<file path="src/rtl/mips_ctrl_pkg.sv">
`default_nettype none
// ============================================================================
//  Module   : mips_ctrl_pkg
//  Purpose  : Shared definitions for the multi-cycle MIPS control path:
//             opcode values, ALU operation codes, mux select codes, FSM
//             state encodings and the packed control-word bundle.
//  Ports    : none (package)
//  Revision : 1.0 - initial release
// ============================================================================
package mips_ctrl_pkg;

    // Primary opcodes recognised by the decoder
    localparam logic [5:0] OP_RTYPE = 6'b000000;
    localparam logic [5:0] OP_ORI   = 6'b001101;
    localparam logic [5:0] OP_LW    = 6'b100011;
    localparam logic [5:0] OP_SW    = 6'b101011;
    localparam logic [5:0] OP_BEQ   = 6'b000100;
    localparam logic [5:0] OP_J     = 6'b000010;

    // ALU operation codes (zero-extended to the ALU op width at the port)
    localparam logic [2:0] ALU_ADD   = 3'd0;
    localparam logic [2:0] ALU_SUB   = 3'd1;
    localparam logic [2:0] ALU_OR    = 3'd2;
    localparam logic [2:0] ALU_FUNCT = 3'd4;

    // PC source mux selects
    localparam logic [1:0] PCSRC_ALU    = 2'd0;
    localparam logic [1:0] PCSRC_ALUOUT = 2'd1;
    localparam logic [1:0] PCSRC_JUMP   = 2'd2;

    // ALU B operand mux selects
    localparam logic [1:0] ALUB_REG    = 2'd0;
    localparam logic [1:0] ALUB_FOUR   = 2'd1;
    localparam logic [1:0] ALUB_IMM    = 2'd2;
    localparam logic [1:0] ALUB_IMM_SH = 2'd3;

    // FSM states; encodings 13..15 are unreachable
    typedef enum logic [3:0] {
        S_FETCH    = 4'd0,
        S_DECODE   = 4'd1,
        S_EXEC_R   = 4'd2,
        S_RTYPE_WB = 4'd3,
        S_EXEC_I   = 4'd4,
        S_ITYPE_WB = 4'd5,
        S_MEM_ADDR = 4'd6,
        S_MEM_RD   = 4'd7,
        S_MEM_WB   = 4'd8,
        S_MEM_WR   = 4'd9,
        S_BRANCH   = 4'd10,
        S_JUMP     = 4'd11,
        S_TRAP     = 4'd12
    } state_t;

    // Datapath control word
    typedef struct packed {
        logic       pc_write;
        logic       pc_write_cond;
        logic [1:0] pc_source;
        logic       i_or_d;
        logic       mem_read;
        logic       mem_write;
        logic       ir_write;
        logic       mem_to_reg;
        logic       reg_dst;
        logic       reg_write;
        logic       alu_src_a;
        logic [1:0] alu_src_b;
        logic       ext_op;
        logic [2:0] alu_op;
        logic       instr_done;
        logic       illegal;
    } ctrl_t;

    localparam ctrl_t CTRL_IDLE = '0;

endpackage
`default_nettype wire

</file>
<file path="src/rtl/ctrl_opdecode.sv">
`default_nettype none
// ============================================================================
//  Module   : ctrl_opdecode
//  Purpose  : Combinational opcode decoder. Maps an opcode to the state that
//             follows DECODE and flags opcodes that are not supported.
//  Ports    : op_i          - opcode field
//             next_state_o  - state to enter after DECODE
//             illegal_o     - opcode is not a supported instruction
//  Revision : 1.0 - initial release
// ============================================================================
module ctrl_opdecode
    import mips_ctrl_pkg::*;
#(
    parameter int OP_W            = 6,
    parameter bit TRAP_ON_ILLEGAL = 1'b1
) (
    input  logic [OP_W-1:0] op_i,
    output state_t          next_state_o,
    output logic            illegal_o
);

    localparam logic [OP_W-1:0] C_OP_RTYPE = OP_W'(OP_RTYPE);
    localparam logic [OP_W-1:0] C_OP_ORI   = OP_W'(OP_ORI);
    localparam logic [OP_W-1:0] C_OP_LW    = OP_W'(OP_LW);
    localparam logic [OP_W-1:0] C_OP_SW    = OP_W'(OP_SW);
    localparam logic [OP_W-1:0] C_OP_BEQ   = OP_W'(OP_BEQ);
    localparam logic [OP_W-1:0] C_OP_J     = OP_W'(OP_J);

    always_comb begin
        next_state_o = S_FETCH;
        illegal_o    = 1'b0;
        case (op_i)
            C_OP_RTYPE:        next_state_o = S_EXEC_R;
            C_OP_ORI:          next_state_o = S_EXEC_I;
            C_OP_LW, C_OP_SW:  next_state_o = S_MEM_ADDR;
            C_OP_BEQ:          next_state_o = S_BRANCH;
            C_OP_J:            next_state_o = S_JUMP;
            default: begin
                illegal_o    = 1'b1;
                // Without trapping, an unknown opcode retires as a NOP
                next_state_o = TRAP_ON_ILLEGAL ? S_TRAP : S_FETCH;
            end
        endcase
    end

endmodule
`default_nettype wire

</file>
<file path="src/rtl/multicycle_control.sv">
`default_nettype none
// ============================================================================
//  Module   : multicycle_control
//  Purpose  : Multi-cycle MIPS main control FSM. Steps each instruction
//             through fetch/decode/execute/memory/writeback and drives the
//             shared datapath enables from the current state.
//  Ports    : clk, reset        - clock, synchronous active-high reset
//             op                - opcode from the instruction register
//             zero              - ALU zero flag (BEQ)
//             mem_ready         - memory access completes this cycle
//             pc_write .. alu_op- datapath controls
//             instr_done        - pulse on the last cycle of an instruction
//             illegal           - FSM parked in TRAP
//  Revision : 1.0 - initial release
// ============================================================================
module multicycle_control
    import mips_ctrl_pkg::*;
#(
    parameter int OP_W            = 6,
    parameter int ALUOP_W         = 3,
    parameter bit MEM_WAIT_EN     = 1'b1,
    parameter bit TRAP_ON_ILLEGAL = 1'b1
) (
    input  logic               clk,
    input  logic               reset,
    input  logic [OP_W-1:0]    op,
    input  logic               zero,
    input  logic               mem_ready,
    output logic               pc_write,
    output logic               pc_write_cond,
    output logic [1:0]         pc_source,
    output logic               i_or_d,
    output logic               mem_read,
    output logic               mem_write,
    output logic               ir_write,
    output logic               mem_to_reg,
    output logic               reg_dst,
    output logic               reg_write,
    output logic               alu_src_a,
    output logic [1:0]         alu_src_b,
    output logic               ext_op,
    output logic [ALUOP_W-1:0] alu_op,
    output logic               instr_done,
    output logic               illegal
);

    localparam logic [OP_W-1:0] C_OP_LW = OP_W'(OP_LW);

    state_t          state_q, state_d;
    logic [OP_W-1:0] op_q, op_d;
    state_t          dec_next;
    logic            dec_illegal;
    logic            mem_rdy;
    ctrl_t           ctrl;

    // With waiting disabled the memory is assumed to complete every cycle
    assign mem_rdy = mem_ready | ~MEM_WAIT_EN;

    ctrl_opdecode #(
        .OP_W            (OP_W),
        .TRAP_ON_ILLEGAL (TRAP_ON_ILLEGAL)
    ) u_opdecode (
        .op_i         (op),
        .next_state_o (dec_next),
        .illegal_o    (dec_illegal)
    );

    always_ff @(posedge clk) begin
        if (reset) begin
            state_q <= S_FETCH;
            op_q    <= '0;
        end else begin
            state_q <= state_d;
            op_q    <= op_d;
        end
    end

    always_comb begin
        state_d = state_q;
        op_d    = op_q;
        ctrl    = CTRL_IDLE;

        case (state_q)
            S_FETCH: begin
                ctrl.mem_read  = 1'b1;
                ctrl.alu_src_b = ALUB_FOUR;
                ctrl.alu_op    = ALU_ADD;
                if (mem_rdy) begin
                    ctrl.ir_write  = 1'b1;
                    ctrl.pc_write  = 1'b1;
                    ctrl.pc_source = PCSRC_ALU;
                    state_d        = S_DECODE;
                end
            end
            S_DECODE: begin
                // ALU precomputes the branch target while the opcode is decoded
                ctrl.alu_src_b  = ALUB_IMM_SH;
                ctrl.ext_op     = 1'b1;
                ctrl.alu_op     = ALU_ADD;
                ctrl.instr_done = dec_illegal & ~TRAP_ON_ILLEGAL;
                op_d            = op;
                state_d         = dec_next;
            end
            S_EXEC_R: begin
                ctrl.alu_src_a = 1'b1;
                ctrl.alu_src_b = ALUB_REG;
                ctrl.alu_op    = ALU_FUNCT;
                state_d        = S_RTYPE_WB;
            end
            S_RTYPE_WB: begin
                ctrl.reg_dst    = 1'b1;
                ctrl.reg_write  = 1'b1;
                ctrl.instr_done = 1'b1;
                state_d         = S_FETCH;
            end
            S_EXEC_I: begin
                ctrl.alu_src_a = 1'b1;
                ctrl.alu_src_b = ALUB_IMM;
                ctrl.alu_op    = ALU_OR;
                state_d        = S_ITYPE_WB;
            end
            S_ITYPE_WB: begin
                ctrl.reg_write  = 1'b1;
                ctrl.instr_done = 1'b1;
                state_d         = S_FETCH;
            end
            S_MEM_ADDR: begin
                ctrl.alu_src_a = 1'b1;
                ctrl.alu_src_b = ALUB_IMM;
                ctrl.ext_op    = 1'b1;
                ctrl.alu_op    = ALU_ADD;
                // Latched opcode: op may already show the next instruction
                state_d        = (op_q == C_OP_LW) ? S_MEM_RD : S_MEM_WR;
            end
            S_MEM_RD: begin
                ctrl.mem_read = 1'b1;
                ctrl.i_or_d   = 1'b1;
                if (mem_rdy) begin
                    state_d = S_MEM_WB;
                end
            end
            S_MEM_WB: begin
                ctrl.reg_write  = 1'b1;
                ctrl.mem_to_reg = 1'b1;
                ctrl.instr_done = 1'b1;
                state_d         = S_FETCH;
            end
            S_MEM_WR: begin
                ctrl.mem_write = 1'b1;
                ctrl.i_or_d    = 1'b1;
                if (mem_rdy) begin
                    ctrl.instr_done = 1'b1;
                    state_d         = S_FETCH;
                end
            end
            S_BRANCH: begin
                ctrl.alu_src_a     = 1'b1;
                ctrl.alu_src_b     = ALUB_REG;
                ctrl.alu_op        = ALU_SUB;
                ctrl.pc_write_cond = zero;
                ctrl.pc_source     = PCSRC_ALUOUT;
                ctrl.instr_done    = 1'b1;
                state_d            = S_FETCH;
            end
            S_JUMP: begin
                ctrl.pc_write   = 1'b1;
                ctrl.pc_source  = PCSRC_JUMP;
                ctrl.instr_done = 1'b1;
                state_d         = S_FETCH;
            end
            S_TRAP: begin
                ctrl.illegal = 1'b1;
            end
            default: begin
                state_d = S_FETCH;
            end
        endcase

        // Reset suppresses every control so an aborted instruction writes nothing
        if (reset) begin
            ctrl = CTRL_IDLE;
        end
    end

    assign pc_write      = ctrl.pc_write;
    assign pc_write_cond = ctrl.pc_write_cond;
    assign pc_source     = ctrl.pc_source;
    assign i_or_d        = ctrl.i_or_d;
    assign mem_read      = ctrl.mem_read;
    assign mem_write     = ctrl.mem_write;
    assign ir_write      = ctrl.ir_write;
    assign mem_to_reg    = ctrl.mem_to_reg;
    assign reg_dst       = ctrl.reg_dst;
    assign reg_write     = ctrl.reg_write;
    assign alu_src_a     = ctrl.alu_src_a;
    assign alu_src_b     = ctrl.alu_src_b;
    assign ext_op        = ctrl.ext_op;
    assign alu_op        = ALUOP_W'(ctrl.alu_op);
    assign instr_done    = ctrl.instr_done;
    assign illegal       = ctrl.illegal;

endmodule
`default_nettype wire

</file>
<file path="config.mk">
export PLATFORM = sky130hd
export DESIGN_NAME = multicycle_control
export DESIGN_NICKNAME = d
export VERILOG_FILES = /design/src/rtl/mips_ctrl_pkg.sv /design/src/rtl/ctrl_opdecode.sv /design/src/rtl/multicycle_control.sv
export SDC_FILE = /design/constraint.sdc
export NUM_CORES = 1
export LEC_CHECK = 0
export ABC_AREA = 1
export CELL_PAD_IN_SITES_DETAIL_PLACEMENT = 1
export CELL_PAD_IN_SITES_GLOBAL_PLACEMENT = 1
export CORE_ASPECT_RATIO = 1.4
export CORE_MARGIN = 3
export CORE_UTILIZATION = 39
export DETAILED_ROUTE_END_ITERATION = 6
export DONT_BUFFER_PORTS = 1
export PLACE_DENSITY = 0.75
export SKIP_LAST_GASP = 1
export SYNTH_ARGS = -nofsm -noshare
export SYNTH_HDL_FRONTEND = slang
export SYNTH_HIERARCHICAL = 1
export SYNTH_SLANG_ARGS = --single-unit
</file>
<file path="constraint.sdc">
create_clock -name clk -period 1.4 [get_ports clk]
set_clock_uncertainty 0.1 [all_clocks]
set_input_delay 0.21 -clock clk [delete_from_list [all_inputs] [get_ports clk]]
set_output_delay 0.21 -clock clk [all_outputs]
set_load 0.03 [all_outputs]
</file>
==> results of run 1 <==
-- per-stage QoR --
stage | utilization | hold WS [ns] | TNS (ns) | area [um^2] | setup slack (ns)
after floorplan | - | 0.2449 | -0.1406 | 955.9 | -0.05710
after global placement | 0.5901 | 0.2519 | -0.1197 | 1192 | -0.04110
after detailed placement | 0.5901 | 0.2588 | -0.9381 | 1192 | -0.1648
after CTS | 0.6762 | 0.004180 | -5.698 | 1366 | -0.3280
-- repair_timing --
item / 4_1_cts
setup endpoints to repair: 24
resized for setup: 28
pin swaps: 12
buffers inserted: 4
hold buffers: 5
endpoints found under the hold margin: 5
==> flow_summary.ini, run 1 <==
[synthesis]
syn_area_um2 = 853.3
synthCells = 151
ys_warn_count = 6
postSynthAreaPerCell_um2 = 5.651
syn_nets = 161

[clock_tree]
cts_buffer_depth = 2
htreeDepth = 1
cts_made_buffers = 3
cts-root-buf = clkbuf_4

[die]
pin_count = 30
initial_core_util = 0.4223
fp.dieH_um = 61.35
rows = 19
die_w_um = 45.53

[outcome]
outcome = did not finish
stop_stage = global routing
stop_error = [ERROR DPL-0033] detailed placement checks failed during check placement.

[sta]
worst-ep-kind = top-level output
worst_endpoint = instr_done

[placement]
portBuffers = 0
dp_cells = 200
dp_hpwl_um = 2638
place_congestion = 0.8729

[global_routing]
antenna_found_initial = 0
grt_max_degree = 15
==> run 2, diff against run 1 <==
Settings changed: CELL_PAD_IN_SITES_DETAIL_PLACEMENT 1 to unset, CELL_PAD_IN_SITES_GLOBAL_PLACEMENT 1 to unset, CORE_AREA set to 3 3 64 66, CORE_ASPECT_RATIO 1.4 to unset, CORE_MARGIN 3 to unset, CORE_UTILIZATION 39 to unset, DIE_AREA set to 0 0 67 69, PLACE_DENSITY 0.75 to unset, PLACE_DENSITY_LB_ADDON set to 0.15.
==> flow_summary.ini, run 2 <==
[outcome]
outcome = complete, but fails checks
violations = negative setup slack

[final_layout]
largest_reg_flops = 6
seq_area_um2 = 215.2
drive_gt1_frac = 0.5421
layout_commonest_cell = nor2_1
mostFrequentLayoutCells = 26 x nor2_1, 21 x buf_4, 20 x nand2_1
multi_input_area_um2 = 824.5
fill_cells = 374
finish.net_count = 201
n_antenna_cell = 0
top_register = op_q
syn_to_final_growth_pct = 86.36
reg_top3 = op_q: 6 flops, state_q: 4 flops
final_util = 0.4377

[sta]
worst_slack_ns = -0.2619
fin_crit_sh = 1.187
tightest_slew_ns = 0.2933
rsz0062_at_grt = yes
holdWs_ns = 0.006262
fmax_mhz = 601.7
setup_viol = 21
hold_viol = 0
post-route-min-period_ns = 1.662
slew_headroom = 0.8048
drv_slew = 0

[synthesis]
ys_warn_count = 6
postSynthAreaPerCell_um2 = 5.651
syn_nets = 161
syn_area_um2 = 853.3
synthCells = 151

[die]
pin_count = 30
rows = 22
dieArea_mm2 = 0.004623
die_w_um = 67
initial_core_util = 0.2348
fp.dieH_um = 69
core_area_mm2 = 0.003633

[clock_tree]
cts_sinks = 10
cts_buffer_depth = 2
clk_latency_ns = 0.23
cts-root-buf = clkbuf_8
tritoncts = built
cts.reportedPaths.clkPinSlew_ns = 0.05
cts_made_buffers = 3
cts_hold_buf = 0
htreeDepth = 1

[drt]
drc_errors = 0
wl_per_cell_um = 11.84
vias_per_cell = 4.525
ant_nets = 0
vias = 1077
drt_first_pass_iters = 4
wl_um = 2817
drt_first_iter_violations = 35

[run]
cap_violations = 0

[power]
p_per_area_mw_per_mm2 = 1965
peakVddDrop_mv = 0.7696
p_leak_nw = 0.7096
power_w = 0.003125

[setup_path]
path_class = flip-flop to output port
ff2ff_path_depth = 9
crit_path_start_kind = flip-flop
critPathCaptureType = output port
cp.required_ns = 1.09
reg2reg_from = state_q[2]
path_max_fanout = 6
rr_endpoint = state_q[2]
crit_arrival_ns = 1.35
r2r_slack_ns = -0.05

[placement]
place_congestion = 0.7782
dp_hpwl_um = 2138
portBuffers = 0

[global_routing]
grt_max_degree = 15
antenna_found_initial = 0
grt_pass1_vias = 1041
grt_pass1_wl_um = 4498
grt.total_usage = 0.1213
grt.overflow.total = 0

[min_path]
min_path_cells = 3
min_to = state_q[0]
hp-class = input port to flip-flop
min_from = reset
run 2: cell type report:
| class | count | area share |
|---|---|---|
| inverters | 21 | 0.05586 |
| clock buffers | 4 | 0.03462 |
| multi-input cells | 118 | 0.5185 |
| flip-flops and latches | 10 | 0.1353 |
| well taps | 48 | 0.03777 |
| repair buffers | 37 | 0.2179 |
run 2: what timing repair did:
action                                  CTS  global route
buffers inserted                          1             8
gates resized for setup                  20            48
pin swaps                                 5            16
endpoints found under the setup margin   21            24
run 2: report_power, final:
group	internal [W]	switching, W
Sequential	0.000435	0.000142
Combinational	0.000923	0.00127
Clock	0.000247	0.000110
run 2: per-layer routing:
| layer | track usage | wire length [um] | up-vias |
|---|---|---|---|
| met5 | 0 | 0 | - |
| met4 | 0.03378 | 51 | 0 |
| met3 | 0.03583 | 194 | 8 |
| met2 | 0.2052 | 1464 | 32 |
| met1 | 0.1450 | 1107 | 476 |
| li1 | - | - | 561 |
run 2: how the worst max path moves through the flow:
| stage | from | depth (start not counted) | to | slack, ns |
|---|---|---|---|---|
| 2_1_floorplan | state_q[3] | 4 | pc_write_cond | -0.06 |
| 3_3_place_gp | state_q[2] | 5 | reg_write | -0.08 |
| 3_5_place_dp | state_q[2] | 5 | reg_write | -0.09 |
| 4_1_cts | state_q[0] | 4 | instr_done | -0.25 |
| 5_1_grt | state_q[2] | 5 | alu_src_a | -0.30 |
| 6_report | state_q[2] | 5 | alu_src_a | -0.26 |
run 2: critical path, cell delays in order (launching register included):
cell and delay (ns):
dfxtp_4 0.39, inv_4 0.06, nor2_4 0.12, buf_12 0.15
o21ai_1 0.11, a31oi_4 0.28
run 2: per-stage QoR:
step	cell area [um^2]	setup slack, ns	instances	setup TNS (ns)
2_1_floorplan	955.9	-0.05710	151	-0.1406
3_3_place_gp	1219	-0.08320	226	-0.2931
3_5_place_dp	1219	-0.09372	226	-0.3270
5_1_grt	1590	-0.3035	238	-4.834
6_report	1590	-0.2619	238	-3.523
4_1_cts	1340	-0.2484	231	-3.578
Power figures use the tool's default switching activity.
==> run 3, diff against run 2 <==
Settings changed: CELL_PAD_IN_SITES_DETAIL_PLACEMENT set to 0, CELL_PAD_IN_SITES_GLOBAL_PLACEMENT set to 1.
==> flow_summary.ini, run 3 (synthesized netlist as in run 2, its figures left out) <==
[min_path]
min_path_cells = 2
min_from = op[5]
min_to = op_q[5]
hp-class = input port to flip-flop

[power]
p_switching_w = 0.001363
swShare = 0.4752
comb_power_share = 0.687
p_clk_frac = 0.123
p_leak_nw = 0.7120
internal_power_w = 0.001505
peakVddDrop_mv = 0.8101
p_seq_frac = 0.190
p_per_area_mw_per_mm2 = 1904

[clock_tree]
cts_hold_buf = 0
clk_latency_ns = 0.23
cts_sinks = 10
cts.reportedPaths.clkPinSlew_ns = 0.05
cts_buffer_depth = 2
tritoncts = built
htreeDepth = 1
cts-root-buf = clkbuf_8
cts_made_buffers = 3

[sta]
tightest_slew_ns = 0.2909
fmax_mhz = 604.5
rsz0062_at_grt = yes
post-route-min-period_ns = 1.654
setup-tns-final_ns = -4.359
drv_slew = 0
fin_crit_sh = 1.182
slew_headroom = 0.8063
hold_viol = 0
worst_slack_ns = -0.2542
setup_viol = 23
holdWs_ns = 0.01676

[setup_path]
path_class = flip-flop to output port
crit_chain = buf_6 -> nor2_4 -> buf_6 -> nand2_4 -> a21oi_2 -> buf_6
path_common_cell = buf_6
r2r_slack_ns = -0.07
crit_path_start_kind = flip-flop
crit_arrival_ns = 1.34
path_delay_family = buffers and inverters
critPathCaptureType = output port
crit_buf_inv = 3
reg2reg_from = state_q[2]
ff2ff_path_depth = 10
critical_path.max_stage_delay_ns = 0.35
path_max_fanout = 6
cpMaxStageDelayCell = dfxtp_4
cp.required_ns = 1.09
rr_endpoint = state_q[2]

[outcome]
outcome = complete, but fails checks
violations = negative setup slack

[global_routing]
grt.overflow.total = 0
grt_use_met2 = 0.2194
grt_pass1_vias = 967
use_met3 = 0.03094
grt_use_met1 = 0.1474
grt.total_usage = 0.1243
grt_pass1_wl_um = 4567
grt-busiest-layer = met2
grt_max_degree = 15
antenna_found_initial = 0

[run]
cap_violations = 0

[final_layout]
seq_area_um2 = 215.2
top_register = op_q
finish.net_count = 202
largest_reg_flops = 6
multi_input_area_um2 = 749.5
layout_commonest_cell = nor2_1
fill_cells = 408
n_antenna_cell = 0
fin_cells = 239
reg_top3 = op_q: 6 flops, state_q: 4 flops
mostFrequentLayoutCells = 28 x nor2_1, 25 x buf_4, 23 x nand2_1
syn_to_final_growth_pct = 76.54
drive_gt1_frac = 0.5026

[die]
fp.dieH_um = 69
initial_core_util = 0.2348
dieArea_mm2 = 0.004623
core_area_mm2 = 0.003633
die_w_um = 67
pin_count = 30
rows = 22

[drt]
drc_errors = 0
drt_first_pass_iters = 4
ant_nets = 0
vias = 1067
vias_per_cell = 4.464
wl_per_cell_um = 11.98
wl_um = 2864
drt_first_iter_violations = 42

[placement]
dp_cells = 229
portBuffers = 0
dp_hpwl_um = 2207
place_congestion = 0.7640
-- run 3: cell types whose count changed in the layout (fill, tap and decap cells not counted), moves of 2 or more --
cell,previous run,this run
buf_4,21,25
buf_6,15,12
nand2_1,20,23
nor2_1,26,28
inv_4,4,2
nand3_1,10,12
nand2_8,2,0
-- run 3: how the worst max path moves through the flow --
| stage | endpoint | cells past startpoint | from |
|---|---|---|---|
| 2_1_floorplan | pc_write_cond | 4 | state_q[3] |
| 3_3_place_gp | alu_src_a | 4 | state_q[1] |
| 3_5_place_dp | reg_write | 5 | state_q[3] |
| 4_1_cts | i_or_d | 6 | state_q[2] |
| 5_1_grt | mem_read | 6 | state_q[2] |
| 6_report | i_or_d | 6 | state_q[2] |
-- run 3: worst register-to-register path, delay by kind of cell, from the launching register on --
family        cells  cell delay, ns
flops             1            0.35
simple gates      7            0.56
buf+inv           3            0.38
-- run 3: timing repair --
| action | 4_1_cts | 5_1_grt |
|---|---|---|
| gates cloned | 0 | 0 |
| setup endpoints to repair | 20 | 24 |
| setup buffers | 3 | 4 |
| resized for setup | 34 | 12 |
| pin swaps | 6 | 7 |
-- run 3: cell type report --
type,instances,area share
clock buffers,4,0.03654
inverters,21,0.05565
multi-input cells,118,0.4975
flip-flops and latches,10,0.1429
well taps,48,0.03987
repair buffers,38,0.2276
-- run 3: power by group through the flow --
| stage | Combinational, W | Clock, W | Sequential, W |
|---|---|---|---|
| floorplan | 0.00112 | 0 | 0.000504 |
| global placement | 0.00161 | 0 | 0.000505 |
| detailed placement | 0.00162 | 0 | 0.000508 |
| CTS | 0.00180 | 0.000369 | 0.000535 |
| global route | 0.00215 | 0.000386 | 0.000564 |
| finish | 0.00197 | 0.000353 | 0.000546 |
-- run 3: routing by layer --
| metal | vias to the layer above | wire, um |
|---|---|---|
| met5 | - | 0 |
| met3 | 2 | 163 |
| li1 | 559 | - |
| met1 | 477 | 1183 |
| met4 | 0 | 11 |
| met2 | 29 | 1505 |
-- run 3: through the flow --
step | utilization | setup WS [ns] | cell area (um^2) | power, W
detailed placement | 0.3416 | -0.09823 | 1241 | 0.002126
CTS | 0.3898 | -0.2526 | 1416 | 0.002705
global route | 0.4146 | -0.3295 | 1506 | 0.003098
global placement | 0.3416 | -0.1043 | 1241 | 0.002118
finish | 0.4146 | -0.2542 | 1506 | 0.002868
floorplan | - | -0.05710 | 955.9 | 0.001621
